`config.mk`:
```
export PLATFORM = sky130hd
export DESIGN_NAME = direction_queue
export DESIGN_NICKNAME = d
export VERILOG_FILES = /design/src/rtl/direction_queue.sv
export SDC_FILE = /design/constraint.sdc
export NUM_CORES = 1
export LEC_CHECK = 0
export ABC_AREA = 1
export BUFFER_PORTS_ARGS = -buffer_cell sky130_fd_sc_hd__buf_2
export CELL_PAD_IN_SITES_DETAIL_PLACEMENT = 1
export CELL_PAD_IN_SITES_GLOBAL_PLACEMENT = 1
export CORE_MARGIN = 2
export CORE_UTILIZATION = 43
export DETAILED_ROUTE_END_ITERATION = 16
export PLACE_DENSITY_LB_ADDON = 0.05
export REMOVE_ABC_BUFFERS = 1
export SLEW_MARGIN = 30
export SYNTH_ARGS = -nofsm -noshare
export SYNTH_HDL_FRONTEND = slang
export SYNTH_SLANG_ARGS = --single-unit
```
`constraint.sdc`:
```
create_clock -name i_clock -period 3.9 [get_ports i_clock]
set_input_delay 0.195 -clock i_clock [delete_from_list [all_inputs] [get_ports i_clock]]
set_output_delay 0.195 -clock i_clock [all_outputs]
set_load 0.02 [all_outputs]
```
`src/rtl/direction_queue.sv`:
```
// Turns synchronised one-hot key changes into legal turn requests, queues them, applies one per tick.
// Key-to-queue 3 edges, tick-to-direction 1 edge; no backpressure: a full queue drops the request and pulses o_dropped.
module direction_queue #(
  parameter int         DEPTH    = 2,
  parameter logic [3:0] INIT_DIR = 4'b1000
) (
  input  logic       i_clock,
  input  logic       i_reset,
  input  logic [7:0] i_mapped_key,
  input  logic       i_tick,
  input  logic       i_clear,
  output logic [3:0] o_direction,
  output logic       o_turned,
  output logic       o_dropped,
  output logic [2:0] o_queue_count
);

  localparam logic [1:0] LAST = 2'(DEPTH - 1);
  localparam logic [2:0] CAP  = 3'(DEPTH);

  logic [3:0] r_s1, r_s2, r_s3;
  logic [3:0] r_dir;
  logic       r_turned, r_dropped;
  logic [2:0] r_count;
  logic [1:0] r_rd_ptr, r_wr_ptr;
  logic [3:0] r_q [0:3];

  logic       w_onehot, w_event, w_legal, w_pop, w_space, w_push, w_drop;
  logic [1:0] w_tail_idx;
  logic [3:0] w_ref, w_opp;
  logic       w_unused_hi;

  assign w_unused_hi = ^i_mapped_key[7:4];

  function automatic logic [1:0] nxt(input logic [1:0] p);
    return (p == LAST) ? 2'd0 : p + 2'd1;
  endfunction

  assign w_onehot   = (r_s2 != 4'd0) && ((r_s2 & (r_s2 - 4'd1)) == 4'd0);
  assign w_event    = w_onehot && (r_s2 != r_s3);
  // Filtering compares against the newest pending turn, not the live direction.
  assign w_tail_idx = (r_wr_ptr == 2'd0) ? LAST : r_wr_ptr - 2'd1;
  assign w_ref      = (r_count != 3'd0) ? r_q[w_tail_idx] : r_dir;
  assign w_opp      = {w_ref[2], w_ref[3], w_ref[0], w_ref[1]};
  assign w_legal    = w_event && (r_s2 != w_ref) && (r_s2 != w_opp);
  assign w_pop      = i_tick && (r_count != 3'd0);
  assign w_space    = (r_count < CAP) || w_pop;
  assign w_push     = w_legal && w_space;
  assign w_drop     = w_legal && !w_space;

  always_ff @(posedge i_clock) begin
    if (i_reset) begin
      r_s1      <= 4'd0;
      r_s2      <= 4'd0;
      r_s3      <= 4'd0;
      r_dir     <= INIT_DIR;
      r_turned  <= 1'b0;
      r_dropped <= 1'b0;
      r_count   <= 3'd0;
      r_rd_ptr  <= 2'd0;
      r_wr_ptr  <= 2'd0;
    end else begin
      r_s1 <= i_mapped_key[3:0];
      r_s2 <= r_s1;
      r_s3 <= r_s2;
      if (i_clear) begin
        r_dir     <= INIT_DIR;
        r_turned  <= 1'b0;
        r_dropped <= 1'b0;
        r_count   <= 3'd0;
        r_rd_ptr  <= 2'd0;
        r_wr_ptr  <= 2'd0;
      end else begin
        r_turned  <= w_pop;
        r_dropped <= w_drop;
        if (w_pop) begin
          r_dir    <= r_q[r_rd_ptr];
          r_rd_ptr <= nxt(r_rd_ptr);
        end
        if (w_push) begin
          r_q[r_wr_ptr] <= r_s2;
          r_wr_ptr      <= nxt(r_wr_ptr);
        end
        if (w_push && !w_pop)
          r_count <= r_count + 3'd1;
        else if (!w_push && w_pop)
          r_count <= r_count - 3'd1;
      end
    end
  end

  assign o_direction   = r_dir;
  assign o_turned      = r_turned;
  assign o_dropped     = r_dropped;
  assign o_queue_count = r_count;

endmodule

```
==> flow_summary.toml <==
[worst_setup_path]
crit_chain = "inv_1 -> nand2_1 -> nand2_1 -> inv_1 -> nand2_1 -> nand3_1 -> nand2_1 -> nand2_1 -> inv_1 -> nand2_2 -> nand3_2 -> nor2_4 -> ha_1 -> inv_1 -> fa_1 -> a21oi_1 -> o21ai_0 -> o21ai_0 -> a21oi_1"
crit_family = "simple AND/OR/NAND/NOR gates"
startpoint_type = "flip-flop"
crit_type = "flip-flop to flip-flop"
critPathLaunch = "r_wr_ptr[0]"
worst-path-max-fanout = 12
reg2reg_depth = 19
worstReg2RegStart = "r_wr_ptr[0]"
crit_end = "o_queue_count[2]"
slowest_stage = "dfxtp_1"
r2r-end = "o_queue_count[2]"
path_buf_inv = 4
worstPathRequired_ns = 4.09
r2r_setup_slack_ns = 0.97
worstPathArrival_ns = 3.12
path_common_cell = "nand2_1"
end_kind = "flip-flop"
cp.depth = 19
max_stage_delay_ns = 0.58

[synthesis]
yosys_warnings = 0
synth_top_area_share_pct = 26.04
ys_seq_elements = 41
yosysMostFrequentCell = "nand2_1"
muxShareOfSynthArea_pct = 0
synth_top_family_by_area = "simple AND/OR/NAND/NOR gates"
synth_edf_count = 16
synth_area_sq_mm = 0.001922
syn_inst = 243
synth_common_cells = "nand2_1, inv_1, nor2_1"
synthAdderAreaFrac_pct = 1.693
synth_top_area_cell = "dfxtp_1"
yosys-top-cells-area = "dfxtp_1, edfxtp_1, nand2_1"
synth-xor-area-share_pct = 1.823
yosysSeqAreaShare_pct = 51.04
synth-main-ff-cell = "dfxtp_1"
avgSynthCellArea_sq_um = 7.909
synth_compound_area_share_pct = 10.35
post_synth_num_cell_types = 26
async_flop_share_pct = 0
yosys.area_share.simple_pct = 25.26

[drt]
postRouteAntennaNets = 0
drt_first_pass_iters = 4
drt-vias-per-instance = 5.146
finalWirelength_mm = 4.544
drt_iter0_drc = 71
post_drt_wl_per_cell_microns = 14.47
drc = 0
via_count = 1616

[power_and_ir_drop]
totalPowerFinal_mw = 0.9699
power.density_mw_per_mm2 = 456.0
p_leak_nw = 0.9421
vdd_drop_max_uv = 258.1

[timing]
worst_slack_ns = 0.9720
finalHoldViolCount = 0
fmax_ghz = 0.3415
maxSlewViolCount = 0
worst_pin_slew_ns = 0.8587
setup_viol = 0
period_minus_slack_ns = 2.928
maxSlewHeadroom_pct = 42.54
grt_setup_unrepaired = "false"
timing.final.crit_share_pct = 75.08
fin_tns_setup_ns = 0
finalClockSkew_ns = 0.01458
whs_ns = 0.09609

[worst_hold_path]
hold_path.class = "input pin to flip-flop"

[cts]
cts_sinks = 41
cts_hold_buffers = 0
cts-root-buf = "clkbuf_8"
post_cts_resized = 0
clock_latency_ns = 0.30
clkTransAtPathRegs_ns = 0.08
clock_path_buffers = 2
cts_buffers = 5
cts_setup_buffers = 0
cts_max_level = 2
cts_tree = "built"

[cells_and_area]
antennaDiodeCount = 0
syn2layout_area_growth_pct = 10.68
fin_nets = 275
drive_gt1_share_pct = 12.98
final_cells = 314

[floorplanning]
initial_core_util_pct = 44.44
rows = 24
die_area_sq_mm = 0.005020
die_h_microns = 70.86
pin_count = 21
core-area_sq_mm = 0.004324
die_w_microns = 70.86

[placed_design]
place.gp.congestion = 0.8749
dp.cells = 306
port_buffers = 16
hpwl_mm = 3.442
post-place-ws_ns = 1.026

[global_route]
grt_remaining_overflow = 0
grt_usage_pct = 20.05
antenna_found_initial = 0
grt_first_pass_wirelength_mm = 7.769
grt_pass1_vias = 1673
grt_max_degree = 14

[status]
status = "complete, no violations"

[flow_run]
maxCapViolations = 0
==> worst min-delay path by stage <==
stage	from	endpoint	slack, ns	depth (start not counted)
final	i_mapped_key[2]	r_s1[2]	0.1	3
after global routing	i_mapped_key[2]	r_s1[2]	0.09	3
after CTS	i_mapped_key[2]	r_s1[2]	0.09	3
after detailed placement	i_mapped_key[2]	r_s1[2]	0.40	3
after global placement	r_s1[0]	r_s2[0]	0.39	2
after floorplan	i_reset	r_s1[0]	0.27	1
==> worst min-delay path: cells and delay by family <==
kind | cells | cell delay [ns]
buffers and inverters | 2 | 0.10
and+or+nand+nor | 1 | 0.06
==> through the flow <==
step                      utilization (%)  area [sq um]
final                               49.19          2127
after global placement              47.16          2039
after CTS                           49.19          2127
after floorplan                         -          1894
after global routing                49.19          2127
after detailed placement            47.16          2039
==> flip-flops by register name, indices dropped and copies added (netlist names), 2 cells and up <==
signal,count
r_s2,4
r_wr_ptr,2
r_rd_ptr,2
r_s1,4
o_queue_count,3
r_q,16
o_direction,4
r_s3,4
==> final cells by class <==
class                      count  area (sq um)
clock buffer                   6         72.57
clock inverter                 2         15.01
fill                         558          2197
inverter                      43         161.4
multi-input combinational    154         752.0
sequential                    41         980.9
tap                           52         65.06
timing repair buffer          16         80.08
==> cells by family after synthesis <==
group	Yosys count
flops	41
xor+xnor	4
compound gates	36
buf+inv	48
fa+ha+maj	2
simple gates	112
==> layer usage <==
metal	track usage, %	vias to the layer above	routed length, microns
met4	6.499	0	53
met3	4.843	5	118
met1	26.00	778	2198
met2	33.13	20	2174
li1	-	813	-
met5	0	-	0
==> placed cells by master (no fill, tap or decap), drive strengths merged <==
master,instances
a211oi,1
a21oi,13
a31oi,4
buf,16
clkbuf,6
clkinvlp,2
dfxtp,25
edfxtp,16
fa,1
ha,1
inv,43
nand2,49
nand3,25
nand4,2
nor2,34
nor3,1
o21ai,18
or2,1
xnor2,2
xor2,2
==> power by group <==
part | internal (mW) | switching, mW
combinational | 0.0707 | 0.142
clock | 0.126 | 0.152
sequential | 0.460 | 0.0190
Power figures use the tool's default switching activity.
